File: src/rtl/dram_line_pkg.sv
// Shared types and constants for the DRAM line master.
// Covers the FSM state encoding, line geometry and the fixed bus ID.
package dram_line_pkg;

    typedef enum logic [2:0] {
        S_IDLE,
        S_WADDR,
        S_WDATA,
        S_WRESP,
        S_RADDR,
        S_RDATA,
        S_DONE
    } state_e;

    localparam int         BEATS     = 4;
    localparam int         BEAT_W    = 32;
    localparam int         LINE_W    = 128;
    localparam logic [5:0] ATOP_NONE = 6'd0;
    localparam logic [3:0] ID        = 4'h0;

    function automatic logic is_last(input logic [1:0] beat);
        return beat == 2'(BEATS - 1);
    endfunction

endpackage

File: src/rtl/line_beat_shifter.sv
// Line register plus beat index.
// Serialises write lines and assembles read lines one beat at a time.
module line_beat_shifter
    import dram_line_pkg::*;
(
    input  logic              clk,
    input  logic              rst,
    input  logic              load_i,
    input  logic [LINE_W-1:0] wline_i,
    input  logic              beat_clr_i,
    input  logic              step_i,
    input  logic              capture_i,
    input  logic [BEAT_W-1:0] rdata_i,
    output logic [1:0]        beat_o,
    output logic [BEAT_W-1:0] beat_data_o,
    output logic [LINE_W-1:0] line_nxt_o
);

    logic [LINE_W-1:0] line_q;
    logic [LINE_W-1:0] line_d;
    logic [1:0]        beat_q;
    logic [1:0]        beat_d;
    logic [6:0]        base;

    assign base = {beat_q, 5'd0};

    always_comb begin
        line_d = line_q;
        beat_d = beat_q;
        if (load_i) begin
            line_d = wline_i;
            beat_d = '0;
        end else begin
            if (capture_i) begin
                line_d[base +: BEAT_W] = rdata_i;
            end
            if (beat_clr_i) begin
                beat_d = '0;
            end else if (step_i) begin
                beat_d = beat_q + 2'd1;
            end
        end
    end

    always_ff @(posedge clk) begin
        if (rst) begin
            line_q <= '0;
            beat_q <= '0;
        end else begin
            line_q <= line_d;
            beat_q <= beat_d;
        end
    end

    assign beat_o      = beat_q;
    assign beat_data_o = line_q[base +: BEAT_W];
    // Includes the beat being captured this cycle, so the final read
    // beat lands in the completed line without an extra cycle.
    assign line_nxt_o  = line_d;

endmodule

File: src/rtl/dram_line_master.sv
// One-line-per-command bus initiator: 4-beat write or read bursts,
// response ID/last/completion checking and a one-cycle done pulse.
module dram_line_master
    import dram_line_pkg::*;
(
    input  logic         clk,
    input  logic         rst,
    input  logic         req_valid,
    output logic         req_ready,
    input  logic         req_we,
    input  logic [31:0]  req_addr,
    input  logic [127:0] req_wline,
    output logic         resp_valid,
    output logic [127:0] resp_rline,
    output logic         resp_err,
    output logic         awvalid,
    input  logic         awready,
    output logic [3:0]   awid,
    output logic [31:0]  awaddr,
    output logic [5:0]   awatop,
    output logic         wvalid,
    input  logic         wready,
    output logic [31:0]  wdata,
    output logic         wlast,
    input  logic         bvalid,
    output logic         bready,
    input  logic [3:0]   bid,
    input  logic         bcomp,
    output logic         arvalid,
    input  logic         arready,
    output logic [3:0]   arid,
    output logic [31:0]  araddr,
    input  logic         rvalid,
    output logic         rready,
    input  logic [3:0]   rid,
    input  logic [31:0]  rdata,
    input  logic         rlast
);

    state_e       state_q;
    logic [31:0]  addr_q;
    logic         err_q;
    logic         req_ready_q;
    logic         awvalid_q;
    logic         wvalid_q;
    logic         bready_q;
    logic         arvalid_q;
    logic         rready_q;
    logic         resp_valid_q;
    logic [127:0] rline_q;

    logic         accept;
    logic         aw_hs;
    logic         w_hs;
    logic         b_hs;
    logic         ar_hs;
    logic         r_hs;
    logic         last;
    logic         b_err;
    logic         r_err;
    logic [1:0]   beat;
    logic [31:0]  beat_data;
    logic [127:0] line_nxt;

    assign accept = req_valid & req_ready_q;
    assign aw_hs  = awvalid_q & awready;
    assign w_hs   = wvalid_q & wready;
    assign b_hs   = bready_q & bvalid;
    assign ar_hs  = arvalid_q & arready;
    assign r_hs   = rready_q & rvalid;
    assign last   = is_last(beat);
    assign b_err  = (bid != ID) | ~bcomp;
    assign r_err  = (rid != ID) | (rlast != last);

    line_beat_shifter u_shifter (
        .clk         (clk),
        .rst         (rst),
        .load_i      (accept),
        .wline_i     (req_wline),
        .beat_clr_i  (aw_hs | ar_hs),
        .step_i      (w_hs | r_hs),
        .capture_i   (r_hs),
        .rdata_i     (rdata),
        .beat_o      (beat),
        .beat_data_o (beat_data),
        .line_nxt_o  (line_nxt)
    );

    always_ff @(posedge clk) begin
        if (rst) begin
            state_q      <= S_IDLE;
            addr_q       <= '0;
            err_q        <= 1'b0;
            req_ready_q  <= 1'b1;
            awvalid_q    <= 1'b0;
            wvalid_q     <= 1'b0;
            bready_q     <= 1'b0;
            arvalid_q    <= 1'b0;
            rready_q     <= 1'b0;
            resp_valid_q <= 1'b0;
            rline_q      <= '0;
        end else begin
            resp_valid_q <= 1'b0;
            unique case (state_q)
                S_IDLE: begin
                    if (accept) begin
                        addr_q      <= req_addr & ~32'hF;
                        err_q       <= 1'b0;
                        req_ready_q <= 1'b0;
                        if (req_we) begin
                            awvalid_q <= 1'b1;
                            state_q   <= S_WADDR;
                        end else begin
                            arvalid_q <= 1'b1;
                            state_q   <= S_RADDR;
                        end
                    end
                end
                S_WADDR: begin
                    if (aw_hs) begin
                        awvalid_q <= 1'b0;
                        wvalid_q  <= 1'b1;
                        state_q   <= S_WDATA;
                    end
                end
                S_WDATA: begin
                    if (w_hs && last) begin
                        wvalid_q <= 1'b0;
                        bready_q <= 1'b1;
                        state_q  <= S_WRESP;
                    end
                end
                S_WRESP: begin
                    if (b_hs) begin
                        err_q        <= err_q | b_err;
                        bready_q     <= 1'b0;
                        resp_valid_q <= 1'b1;
                        state_q      <= S_DONE;
                    end
                end
                S_RADDR: begin
                    if (ar_hs) begin
                        arvalid_q <= 1'b0;
                        rready_q  <= 1'b1;
                        state_q   <= S_RDATA;
                    end
                end
                S_RDATA: begin
                    // Burst length is fixed: beat 3 ends it even without rlast.
                    if (r_hs) begin
                        err_q <= err_q | r_err;
                        if (last) begin
                            rready_q     <= 1'b0;
                            resp_valid_q <= 1'b1;
                            rline_q      <= line_nxt;
                            state_q      <= S_DONE;
                        end
                    end
                end
                S_DONE: begin
                    req_ready_q <= 1'b1;
                    state_q     <= S_IDLE;
                end
                default: begin
                    state_q <= S_IDLE;
                end
            endcase
        end
    end

    assign req_ready  = req_ready_q;
    assign resp_valid = resp_valid_q;
    assign resp_rline = rline_q;
    assign resp_err   = err_q;
    assign awvalid    = awvalid_q;
    assign awid       = ID;
    assign awaddr     = addr_q;
    assign awatop     = ATOP_NONE;
    assign wvalid     = wvalid_q;
    assign wdata      = beat_data;
    assign wlast      = wvalid_q & last;
    assign bready     = bready_q;
    assign arvalid    = arvalid_q;
    assign arid       = ID;
    assign araddr     = addr_q;
    assign rready     = rready_q;

endmodule

File: config.mk
export PLATFORM = sky130hd
export DESIGN_NAME = dram_line_master
export DESIGN_NICKNAME = d
export VERILOG_FILES = /design/src/rtl/dram_line_pkg.sv /design/src/rtl/line_beat_shifter.sv /design/src/rtl/dram_line_master.sv
export SDC_FILE = /design/constraint.sdc
export NUM_CORES = 1
export LEC_CHECK = 0
export BUFFER_PORTS_ARGS = -buffer_cell sky130_fd_sc_hd__buf_4
export CORE_AREA = 5 5 173 175
export DETAILED_ROUTE_END_ITERATION = 12
export DIE_AREA = 0 0 178 180
export PLACE_DENSITY_LB_ADDON = 0.3
export SLEW_MARGIN = 20
export SYNTH_ARGS = -nofsm -noshare
export SYNTH_HDL_FRONTEND = slang
export SYNTH_SLANG_ARGS = --single-unit
File: constraint.sdc
create_clock -name clk -period 3.6 [get_ports clk]
set_input_delay 0.18 -clock clk [delete_from_list [all_inputs] [get_ports clk]]
set_output_delay 0.18 -clock clk [all_outputs]
set_load 0.005 [all_outputs]
Word level (Yosys, flattened, before mapping)
Cells that the tools add are included.
- logic and storage cells: 110
- flip-flop bits (word level): 297
- multiplexer cells: 39
- bitwise operators: 14
- shifts and indexed selects: 3
- reduce and logical (&&, ||, !) cells: 22
- add/subtract/negate cells: 2
- eq/ne operators: 17
- operators by type and width (cell ; count):
    $mux W128 ; 2
    $bwmux W128 ; 1
    $shift A32 B9 Y128 const A ; 1
    $shiftx A128 B8 Y32 ; 1
    $shiftx A32 B9 Y128 ; 1
    $mux W3 ; 8
    $mux W1 ; 19
    $ne A2 B2 Y1 const B ; 9
    $pmux W3 S6 ; 1
    $reduce_and A4 Y1 ; 4
    $pmux W1 S2 ; 7
    $reduce_bool A2 Y1 ; 6
    $eq A3 B3 Y1 const B ; 3
    $neg A7 Y9 ; 1
    $reduce_and A3 Y1 ; 3
    $reduce_bool A4 Y1 ; 2
    $and A1 B1 Y1 ; 7
    $reduce_and A7 Y1 ; 1
    $eq A3 B2 Y1 const B ; 2
    $or A1 B1 Y1 ; 6
    $reduce_and A2 Y1 ; 2
    $eq A3 B1 Y1 const B ; 1
    $logic_not A3 Y1 ; 1
    $pmux W1 S3 ; 1
    7 further kinds ; 7

Logic depth before layout (Yosys ltp)
- depth in word-level cells: 6
- mapped depth: 10

Cells and area by module
Synthesis repeated with hierarchy kept, for this count alone.
- cells, all modules: 1837
- area total of the unflattened synthesis: 15459.8 um^2
- modules (own cells, without submodules) (module ; times used ; area an instance (um^2) ; cells each):
    line_beat_shifter ; 1 ; 8967.4 ; 1012
    dram_line_master ; 1 ; 6492.5 ; 825

Least setup slack after synthesis
No wires, ideal clock.
- path kind: reg-to-reg
- from: reg u_shifter.beat_q[1] (netlist: u_shifter.beat_o[1])
- to: reg rline_q[51] (netlist: resp_rline[51])
- data arrival time: 2.433 ns
- stages on the path, launching flop included: 11
- setup slack: 1.037 ns
- setup time: 0.130 ns
- cells stage by stage: dfxtp_1 clkbuf_1 clkbuf_1 inv_1 ha_1 nor2b_1 and4_1 clkbuf_1 buf_2 a221oi_1 o31ai_1
- cells in the longest elaborated chain, start to end: 5
- ends and longest elaborated chain (what ; line ; text):
    start: declaration ; line_beat_shifter.sv:21 ; logic [1:0] beat_q;
    start signal: assignment ; line_beat_shifter.sv:51 ; beat_q <= beat_d;
    $neg A7 Y9 ; line_beat_shifter.sv:35 ; line_d[base +: BEAT_W] = rdata_i;
    $shiftx A32 B9 Y128 or $shift A32 B9 Y128 (tied branches) ; line_beat_shifter.sv:35 ;
    $bwmux W128 ; line_beat_shifter.sv:35 ;
    $mux W128 ; line_beat_shifter.sv:34 ; if (capture_i) begin
    $mux W128 ; line_beat_shifter.sv:30 ; if (load_i) begin
    end signal: assignment ; dram_line_master.sv:155 ; rline_q <= line_nxt;
    end: declaration ; dram_line_master.sv:50 ; logic [127:0] rline_q;
Parallel ways exist; a longest one is shown, timed or not.
A chain may end at the register's enable or synchronous reset.

Worst setup path after layout
- from: reg u_shifter.beat_q[1] (netlist: u_shifter.beat_o[1])
- to: reg rline_q[36] (netlist: resp_rline[36])
Same word-level chain as after synthesis.

==> results.yml <==
status:
  status: "complete, no violations"
synth:
  avgSynthCellArea_sq_um: 9.09
  synth_compound_area_share_pct: 20.1
  netlist_area_sq_um: 12400
  ys.flop_type: "dfxtp_1"
  synth-seq-cells: 297
  yosysTopAreaCell: "dfxtp_1"
  synth_simple_gate_area_share_pct: 17.4
  muxShareOfSynthArea_pct: 5.92
  synth_xor_area_share_pct: 0.213
  synth_common_cells: "297 x dfxtp_1, 199 x nand2_1, 134 x nor2_1"
  yosys_warnings: 0
  synth_top_area_share_pct: 48.1
  ys_types: 47
  synthAdderAreaFrac_pct: 0.608
  synth_top_family_by_area: "compound AO/OA/AOI/OAI gates"
  synthTopCellsByArea: "dfxtp_1 48%, a221oi_1 6.9%, nand2_1 6.0%"
  async_reset_ff_share_pct: 0
  synth_edf_count: 0
  netlist_instances: 1359
  ys_seq_area_share_pct: 48.1
  yosys.cell_count.top_type: "dfxtp_1"
worst_setup_path:
  cp.arrival_ps: 3550
  worstSetupPathType: "reg -> reg"
  cp.required_ps: 4000
  critPathBufInv: 1
  start_kind: "register"
  endpoint_kind: "register"
  critPathTopFamily: "simple AND/OR/NAND/NOR gates"
  r2r_slack_ps: 450
  crit_fanout: 32
  crit_slowest_cell: "and4_2"
  cp_cell_sequence: "inv_1 -> ha_1 -> nor2b_1 -> and4_2 -> a221oi_1 -> o31ai_1"
  cp_slowest_stage_delay_ps: 970
floorplanning:
  die_h_um: 180
  io_pins: 458
  design.core.area_sq_um: 28300
  row_count: 62
  dieWidth_um: 178
  start_util_pct: 43.6
  floorplan.die_area_sq_um: 32000
timing:
  relSlewSlack_pct: 27.5
  final.setup.tns_ps: 0
  setup_ws_ps: 454
  rsz0062_at_grt: "false"
  finClkSkew_ps: 15.9
  finalHoldViolations: 0
  fmax_mhz: 318
  min_period_ps: 3150
  tightest_slew_ps: 1090
  min_period_over_period_pct: 87.4
  slew_violations: 0
  setup_viol: 0
place:
  dpl.cell_count: 2044
  dp_hpwl_mm: 31.8
  pre_cts_slack_ps: 618
  portBuffers: 431
  place_congestion: 0.881
route:
  wl_mm: 50.2
  drtAntennaViolNets: 0
  dr.first_iter.drc_count: 1256
  viasPerCell: 5.83
  vias: 13100
  wl_per_cell_um: 22.2
  firstDrtPassIters: 5
  drc: 0
power:
  irDropWorstVdd_uv: 311
  p_total_mw: 9.26
  pwr_density_cell_nw_per_um2: 510
  p_leak_nw: 7.49
layout:
  diodes: 0
  syn_to_final_growth_pct: 46.9
  stdcell_count: 2256
  multiInputGateArea_sq_um: 5600
  num-nets-final: 2068
  seqCellArea_sq_um: 5950
  fillers: 2197
  layout-drive-gt1-share_pct: 29.3
min_path:
  hp-class: "in -> reg"
grt:
  track_usage_pct: 29.6
  grt_antenna_before_repair: 1
  grt-ovfl-total: 0
  grt_pass1_vias: 13400
  grt_first_pass_wirelength_mm: 75.4
  grt_start_max_net_pins: 83
clock_tree:
  clk_latency_ps: 510
  cts.reportedPaths.clkPinSlew_ps: 60
  htreeDepth: 2
  ctsResizeCount: 0
  cts.sinks: 297
  clockRootBuffer: "clkbuf_16"
  tritoncts: "built"
  clock_path_buffers: 3
  cts_made_buffers: 34
run:
  drv_cap: 0
-- cell type report --
class	instances	share of cell area (%)
flip-flops and latches	297	32.8
inverters	5	0.103
repair buffers	608	27.5
clock inverters	5	0.296
well taps	384	2.65
clock buffers	52	5.80
multi-input cells	905	30.9
-- worst paths after layout --
check / depth (start not counted) / to / start
max: 6 / resp_rline[36] / u_shifter.beat_o[1]
min: 3 / u_shifter.line_q[108] / req_wline[108]
min reg2reg: 2 / resp_rline[17] / resp_rline[17]
max reg2reg: 6 / resp_rline[36] / u_shifter.beat_o[1]
-- worst min-delay path, delay by kind of cell --
kind / cells / cell delay, ps
simple gates: 2 / 210
buf+inv: 1 / 80
-- logic make-up after synthesis --
logic type | count (synthesis)
simple gates | 497
compound gates | 344
flops | 297
buf+inv | 178
mux | 33
fa+ha+maj | 6
xor+xnor | 3
other cells | 1
-- metrics by stage --
step / util, % / hold WS [ps] / cell area (sq um)
floorplan: - / 316 / 12400
global placement: 54.7 / 420 / 15500
detailed placement: 54.7 / 433 / 15500
CTS: 64.1 / 7.78 / 18100
global route: 64.1 / 6.39 / 18100
finish: 64.1 / 29.7 / 18100
-- registers in the layout, summed over array words and instances, names as in the netlist --
| register | count |
|---|---|
| rready | 1 |
| resp_rline | 128 |
| resp_valid | 1 |
| resp_err | 1 |
| u_shifter.beat_o | 2 |
| arvalid | 1 |
| araddr | 28 |
| wvalid | 1 |
| req_ready | 1 |
| awvalid | 1 |
| bready | 1 |
| state_q | 3 |
| u_shifter.line_q | 128 |
-- report_power, final --
| group | switching, mW | internal [mW] | total, mW |
|---|---|---|---|
| logic | 1.04 | 0.962 | 2.00 |
| clock network | 1.35 | 2.08 | 3.43 |
| registers | 0.229 | 3.60 | 3.83 |
| total | 2.62 | 6.64 | 9.26 |
-- layer usage --
layer	part of all wire (%)	routed length, um	GRT usage, %
met1	37	18400	35.5
met2	47	23300	47.6
met3	11	5500	8.07
met4	5.8	2930	16.4
met5	0.026	13	0
-- what timing repair did --
item,in CTS,in global routing
hold buffers,155,0
endpoints found under the hold margin,232,0
setup buffers,0,0
-- cells in the final DEF, fill, tap and decap left out, drive strengths merged, types with 3 or more instances in the layout --
cell,n
buf,453
dfxtp,297
nand2,199
dlygate4sd3,155
nor2,134
a221oi,97
nor3,97
o31ai,96
a21oi,69
clkbuf,52
nand3,40
o21ai,34
mux4,32
o2bb2ai,32
conb,22
nor2b,8
ha,6
inv,6
and2,4
and3b,4
nor4,3
No activity file was read; power rests on OpenSTA's default activity.
